<file path="config.mk">
export PLATFORM = sky130hd
export DESIGN_NAME = snn_run_ctrl
export DESIGN_NICKNAME = d
export VERILOG_FILES = /design/src/rtl/snn_run_ctrl.sv
export SDC_FILE = /design/constraint.sdc
export NUM_CORES = 1
export LEC_CHECK = 0
export ABC_AREA = 0
export CAP_MARGIN = 20
export CORE_MARGIN = 5
export CORE_UTILIZATION = 30
export DETAILED_ROUTE_END_ITERATION = 8
export PLACE_DENSITY_LB_ADDON = 0.08
export SKIP_CTS_REPAIR_TIMING = 1
export SKIP_LAST_GASP = 1
export SLEW_MARGIN = 15
export SYNTH_ARGS = -nofsm -noshare
export SYNTH_HDL_FRONTEND = slang
export SYNTH_SLANG_ARGS = --single-unit
</file>
<file path="constraint.sdc">
create_clock -name clk -period 6.9 [get_ports clk]
set_clock_uncertainty 0.15 [all_clocks]
set_input_delay 2.07 -clock clk [delete_from_list [all_inputs] [get_ports clk]]
set_output_delay 2.07 -clock clk [all_outputs]
set_load 0.05 [all_outputs]
</file>
<file path="src/rtl/snn_run_ctrl.sv">
// snn_run_ctrl: sequences one inference run (clear, drive spike enables, drain) and counts output spikes
module snn_run_ctrl #(
    parameter int NUM_INPUTS   = 4,
    parameter int NUM_OUTPUTS  = 1,
    parameter int STEP_WIDTH   = 16,
    parameter int CNT_WIDTH    = 16,
    parameter int CLEAR_CYCLES = 2,
    parameter int DRAIN_CYCLES = 4
) (
    input  logic                             clk,
    input  logic                             rst,
    input  logic                             start,
    input  logic                             abort,
    input  logic [STEP_WIDTH-1:0]            num_steps,
    input  logic [NUM_INPUTS-1:0]            pattern,
    input  logic [NUM_OUTPUTS-1:0]           spike_out,
    output logic [NUM_INPUTS-1:0]            spike_en,
    output logic                             net_clr,
    output logic                             busy,
    output logic                             done,
    output logic [STEP_WIDTH-1:0]            step_cnt,
    output logic [NUM_OUTPUTS*CNT_WIDTH-1:0] spike_cnt
);
    typedef enum logic [2:0] {IDLE, CLEAR, RUN, DRAIN, DONE} state_t;
    localparam int MAXC = CLEAR_CYCLES > DRAIN_CYCLES ? CLEAR_CYCLES : DRAIN_CYCLES;
    localparam int PW = $clog2(MAXC + 1);
    state_t                  state;
    state_t                  state_nx;
    logic [PW-1:0]           phase_cnt;
    logic [NUM_INPUTS-1:0]   pat_q;
    logic [STEP_WIDTH-1:0]   steps_q;
    logic                    abort_clr;
    logic                    accept;
    logic                    kill;
    logic                    last_step;
    logic                    clr_end;
    logic                    drain_end;
    logic                    counting;
    logic [CNT_WIDTH-1:0]    cnt_q [NUM_OUTPUTS];
    assign accept    = state == IDLE && start && !abort;
    assign kill      = abort && (state == CLEAR || state == RUN || state == DRAIN);
    assign last_step = (step_cnt + STEP_WIDTH'(1)) == steps_q;
    assign clr_end   = phase_cnt == PW'(CLEAR_CYCLES - 1);
    assign drain_end = phase_cnt == PW'(DRAIN_CYCLES - 1);
    assign counting  = state == RUN || state == DRAIN;
    // state register
    always_ff @(posedge clk) begin
        if (rst) state <= IDLE;
        else     state <= state_nx;
    end
    // next-state decode and outputs decoded from the registered state
    always_comb begin
        state_nx = state;
        spike_en = state == RUN ? pat_q : '0;
        net_clr  = state == CLEAR || abort_clr;
        busy     = state != IDLE;
        done     = state == DONE;
        unique case (state)
            IDLE:    state_nx = accept ? (num_steps == '0 ? DONE : CLEAR) : IDLE;
            CLEAR:   state_nx = kill ? IDLE : clr_end ? RUN : CLEAR;
            RUN:     state_nx = kill ? IDLE : last_step ? (DRAIN_CYCLES == 0 ? DONE : DRAIN) : RUN;
            DRAIN:   state_nx = kill ? IDLE : drain_end ? DONE : DRAIN;
            DONE:    state_nx = IDLE;
            default: state_nx = IDLE;
        endcase
    end
    // cycles spent in the current CLEAR or DRAIN phase, restarted on every state change
    always_ff @(posedge clk) begin
        if (rst || state_nx != state) phase_cnt <= '0;
        else                          phase_cnt <= phase_cnt + PW'(1);
    end
    // run parameters are captured only when a start is accepted, so mid-run input changes are inert
    always_ff @(posedge clk) begin
        if (rst) begin
            pat_q   <= '0;
            steps_q <= '0;
        end else if (accept) begin
            pat_q   <= pattern;
            steps_q <= num_steps;
        end
    end
    // one-cycle network clear on the abort transition into IDLE
    always_ff @(posedge clk) begin
        if (rst) abort_clr <= 1'b0;
        else     abort_clr <= kill;
    end
    // RUN cycles elapsed; holds after the run until the next accepted start
    always_ff @(posedge clk) begin
        if (rst || accept)     step_cnt <= '0;
        else if (state == RUN) step_cnt <= step_cnt + STEP_WIDTH'(1);
    end
    for (genvar i = 0; i < NUM_OUTPUTS; i++) begin : g_cnt
        // saturating spike counter, live only while run-related spikes can emerge
        always_ff @(posedge clk) begin
            if (rst || accept)                               cnt_q[i] <= '0;
            else if (counting && spike_out[i] && cnt_q[i] != '1) cnt_q[i] <= cnt_q[i] + CNT_WIDTH'(1);
        end
        assign spike_cnt[i*CNT_WIDTH +: CNT_WIDTH] = cnt_q[i];
    end
endmodule
</file>
==> results of run 1 <==
## placed cells by master (no fill, tap or decap), drive strengths merged, types with 5 or more instances in the layout
master	netlist	layout
and2	6	6
nor4	8	8
and3	8	8
dfxtp	43	43
xnor2	27	27
nor2	47	47
o21ai	5	5
nand4	9	9
edfxtp	16	16
clkdlybuf4s50	0	63
clkbuf	10	9
nor3	5	5
a21oi	28	28
inv	7	7
xor2	18	18
nand3	12	12
ha	5	5
nand2b	6	6
nand2	63	63
## flip-flops by register name (all words and copies together), names as in the netlist
name / flops
state: 3
pat_q: 4
step_cnt: 16
steps_q: 16
cnt_q: 16
phase_cnt: 3
abort_clr: 1
## synth_stat cells (2+ instances only)
master	n	area, um^2
nand2_1	63	236
nor2_1	47	176
dfxtp_1	43	861
a21oi_1	28	140
xnor2_1	27	236
xor2_1	18	158
edfxtp_1	16	480
nand3_1	12	60.1
nand4_1	9	56.3
clkbuf_1	8	30.0
nor4_1	8	50.1
inv_1	7	26.3
and2_1	6	37.5
nand2b_1	6	37.5
and3_1	5	31.3
buf_2	5	25.0
ha_1	5	62.6
nor3_1	5	25.0
a22oi_1	4	30.0
o21ai_0	4	20.0
a31oi_1	3	18.8
and3_4	3	33.8
nor3b_1	3	22.5
or3_1	3	18.8
and4_1	2	17.5
clkbuf_2	2	10.0
mux2i_1	2	20.0
nand3b_1	2	15.0
o311ai_0	2	17.5
## layout make-up
class                   count  area (um^2)  area share [%]
clock buffers               9          124            3.06
clock inverters             7         45.0            1.11
inverters                   7         26.3           0.649
multi-input cells         289         1700            42.1
flip-flops and latches     59         1340            33.1
well taps                 136          170            4.20
repair buffers             64          638            15.8
## metal layers
layer  global-route usage [%]  part of all wire, %  vias up
li1                         -                    -     1411
met1                     18.3                   49     1271
met2                     20.3                   44       59
met3                     3.37                  5.5        4
met4                     4.57                 0.82        0
met5                        0                    0        -
## worst max-delay path, cell delays in order
cell and delay (ns):
clkdlybuf4s50_1 0.50, nor2_1 0.20, nand3_1 0.60, nand2b_1 0.82, or2b_1 0.63
## where the power goes
part	switching [mW]	total, mW	leakage, nW	internal, mW
logic	0.0538	0.0927	0.721	0.0388
registers	0.0125	0.381	0.519	0.368
clock network	0.146	0.274	0.0787	0.128
## cells by family (layout without fill, tap and decap cells)
group	count (synthesis)	in the layout	synth area share, %
mux	2	2	0.631
simple gates	183	183	28.3
flops	59	59	42.3
fa+ha+maj	5	5	1.97
compound gates	54	54	10.4
buf+inv	26	87	4.06
xor+xnor	45	45	12.4
## how the worst max path moves through the flow
stage	from	end	cells after the start	slack [ns]
CTS	abort	cnt_q[0][6]$_SDFFCE_PN0P_	5	1.78
finish	abort	cnt_q[0][6]$_SDFFCE_PN0P_	5	1.88
global placement	abort	cnt_q[0][3]$_SDFFCE_PN0P_	5	1.48
detailed placement	abort	cnt_q[0][3]$_SDFFCE_PN0P_	5	1.44
global route	abort	cnt_q[0][8]$_SDFFCE_PN0P_	5	1.56
floorplan	abort	cnt_q[0][0]$_SDFFCE_PN0P_	5	3.29
## per-stage QoR
step,hold slack [ns],instance area (um^2),power (mW)
floorplan,0.282,3170,0.443
global placement,0.290,3880,0.483
detailed placement,0.295,3880,0.482
CTS,0.304,4050,0.760
global route,0.329,4050,0.784
finish,0.301,4050,0.748
==> flow_metrics.tcl, run 1 <==
set metrics [dict create \
    worstSetupEndpointType "flip-flop" \
    ys_types 55 \
    syn_nets 404 \
    antenna_found_initial 0 \
    final_util_pct 39.2 \
    dpl.hpwl_um 6140 \
    area_growth_pct 27.6 \
    vias 2745 \
    critical_path_class "primary input to flip-flop" \
    cts_buffers 9 \
    cts_htree_levels 3 \
    root_buffer "clkbuf_8" \
    cts_tree "done" \
    crit_required_ns 6.71 \
    port_buffers 63 \
    post-route-period-util_pct 72.8 \
    die_x_um 113 \
    maxSlewViolCount 0 \
    cts.sinks 59 \
    gp_congestion 0.769 \
    fin_ws_ns 1.88 \
    relSlewSlack_pct 42.6 \
    dieArea_um2 12700 \
    synth_edf_count 16 \
    ys_warn_count 0 \
    post_synth.cell_area_avg_um2 8.49 \
    clock_latency_ns 0.33 \
    ant_nets 0 \
    grt_pass1_wl_um 13600 \
    via_per_inst 4.81 \
    firstDrtPassIters 4 \
    dp.cells 555 \
    drt_iter0_drc 79 \
    hold_class "flip-flop to flip-flop" \
    antenna_cells 0 \
    synth-seq-cells 59 \
    final_cells 571 \
    clk_pin_slew_worst_paths_ns 0.07 \
    initial_core_util_pct 30.7 \
    hold-path-cell-count 2 \
    grt_use_total_pct 13.3 \
    core_area_um2 10300 \
    grt-ovfl-total 0 \
    dp_slack_ns 1.44 \
    die_y_um 113 \
    grt_max_degree 25 \
    hold_path.startpoint "pat_q[1]$_SDFFE_PP0P_" \
    max_freq_ghz 0.199 \
    ys.flop_type "dfxtp_1" \
    power_density_nw_per_um2 185 \
    grt_pass1_vias 2641 \
    hold_viol 0 \
    wl_um 8260 \
    rows 37 \
    setup_viol 0 \
    syn-cell-area_um2 3170 \
    power.leakage_nw 1.32 \
    async_flop_share_pct 0 \
    min_to "pat_q[1]$_SDFFE_PP0P_" \
    status "complete, no violations" \
    maxCapViolations 0 \
    tightest_slew_ns 0.859 \
    rr_startpoint "state[1]$_SDFF_PP0_" \
    worstPathArrival_ns 4.84 \
    fin_crit_ns 5.02 \
    ys_seq_area_share_pct 42.3 \
    postSynthCellCount 374 \
    reg2regPathDepth 4 \
    finalNetCount 460 \
    ios 64 \
    cp_max_fo 22 \
    drive_above_1_share_pct 5.52 \
    reg2reg_to "cnt_q[0][6]$_SDFFCE_PN0P_" \
    cts_buffer_depth 2 \
    setup_tns_ns 0 \
    drc 0 \
    critPathLaunchType "primary input" \
    rsz0062_at_grt "no" \
    r2r_setup_slack_ns 3.63 \
    wl_per_cell_um 14.5 \
    nFillCells 1109 \
    peakVddDrop_v 0.0000759 \
]
(Power assumes the default switching activity.)
==> inputs of run 2 (changes only) <==
==> constraint.sdc (replaced) <==
create_clock -name clk -period 5.3 [get_ports clk]
set_clock_uncertainty 0.15 [all_clocks]
set_input_delay 1.59 -clock clk [delete_from_list [all_inputs] [get_ports clk]]
set_output_delay 1.59 -clock clk [all_outputs]
set_load 0.05 [all_outputs]
==> flow_metrics.tcl, run 2 (synthesis results as in run 1) <==
set metrics [dict create \
    status "complete, no violations" \
    die_y_um 113 \
    firstDrtPassIters 4 \
    critical_path.slowest_cell "clkdlybuf4s50_1" \
    vias 2784 \
    worstPathArrival_ns 2.28 \
    nFillCells 1075 \
    maxCapViolations 0 \
    power.leakage_nw 1.33 \
    die_x_um 113 \
    setup_viol 0 \
    grt_pass1_wl_um 13800 \
    rsz0062_at_grt "no" \
    worstSetupEndpointType "output pin" \
    power_density_nw_per_um2 239 \
    grt_pass1_vias 2715 \
    clock_latency_ns 0.34 \
    max_freq_ghz 0.249 \
    placed_area_um2 3890 \
    tightest_slew_ns 0.749 \
    layout_common_cells "nand2_1, clkdlybuf4s50_1, nor2_1" \
    drc 0 \
    area_growth_pct 28.0 \
    relSlewSlack_pct 50.0 \
    clk_pin_slew_worst_paths_ns 0.07 \
    root_buffer "clkbuf_8" \
    drive_above_1_share_pct 5.95 \
    post-route-period-util_pct 75.8 \
    ant_nets 0 \
    path_cells "nor3b_1 -> buf_4 -> and2_1 -> clkdlybuf4s50_1" \
    hold_viol 0 \
    setup_tns_ns 0 \
    rows 37 \
    cts_tree "done" \
    cts_htree_levels 3 \
    antenna_found_initial 0 \
    dpl.hpwl_um 6220 \
    hold_class "flip-flop to flip-flop" \
    critPathLaunchType "flip-flop" \
    port_buffers 63 \
    cts_buffers 9 \
    dieArea_um2 12700 \
    grt_use_total_pct 13.4 \
    ios 64 \
    wl_per_cell_um 14.5 \
    crit_required_ns 3.56 \
    fin_crit_ns 4.02 \
    cts_buffer_depth 2 \
    critPathMaxStageDelay_ns 0.80 \
    via_per_inst 4.86 \
    critical_path_class "flip-flop to output pin" \
    finalNetCount 462 \
    reg_top3 "cnt_q x16, step_cnt x16, steps_q x16" \
    antenna_cells 0 \
    final_cell_area_um2 4060 \
    gp_congestion 0.744 \
    core_area_um2 10300 \
    wl_um 8330 \
    drt_iter0_drc 72 \
    cp_max_fo 11 \
    critPathTopFamily "buffers and inverters" \
    peakVddDrop_v 0.0000831 \
    grt_max_degree 25 \
    finalPower_uw 971 \
    maxSlewViolCount 0 \
    cts.sinks 59 \
    critPathBufInv 2 \
    grt-ovfl-total 0 \
    initial_core_util_pct 30.7 \
]
run 2: layout make-up:
type / instances / area [um^2] / area share, %
clock buffer: 9 / 124 / 3.05
inverter: 7 / 26.3 / 0.647
tap: 136 / 170 / 4.19
multi-input combinational: 289 / 1700 / 41.9
clock inverter: 7 / 45.0 / 1.11
timing repair buffer: 66 / 653 / 16.1
sequential: 59 / 1340 / 33.0
run 2: tightest hold or removal path: cells and delay by family (launching register included):
kind	cells	cell delay, ns
DFF	1	0.31
AOI/OAI and AO/OA	1	0.05
and+or+nand+nor	1	0.05
run 2: path summary, 6_finish.rpt:
kind	start	slack, ns	cells past startpoint	end
max	state[1]$_SDFF_PP0_	1.28	4	spike_en[2]
min	pat_q[1]$_SDFFE_PP0P_	0.30	2	pat_q[1]$_SDFFE_PP0P_
min reg2reg	pat_q[1]$_SDFFE_PP0P_	0.30	2	pat_q[1]$_SDFFE_PP0P_
max reg2reg	step_cnt[0]$_SDFFE_PP0P_	2.45	8	phase_cnt[1]$_SDFF_PP0_
run 2: per-stage QoR:
stage          utilization (%)  hold slack (ns)  instances  worst slack, ns
4_1_cts                   39.4            0.306        573             1.26
2_1_floorplan                -            0.282        374             2.17
6_report                  39.4            0.300        573             1.28
3_3_place_gp              37.7            0.291        557             1.00
3_5_place_dp              37.7            0.296        557            0.946
5_1_grt                   39.4            0.324        573             1.11
run 2: report_power, final:
group	leakage, nW	switching, mW	internal, mW
clock	0.0787	0.186	0.167
combinational	0.730	0.0706	0.0516
sequential	0.519	0.0163	0.479
total	1.33	0.273	0.697
run 2: metal layers:
layer	wire length, um	part of all wire, %	vias up	GRT usage, %
met4	99	1.2	0	4.33
met5	0	0	-	0
met3	459	5.5	10	3.48
met2	3610	43	75	20.2
li1	-	-	1412	-
met1	4160	50	1287	18.6
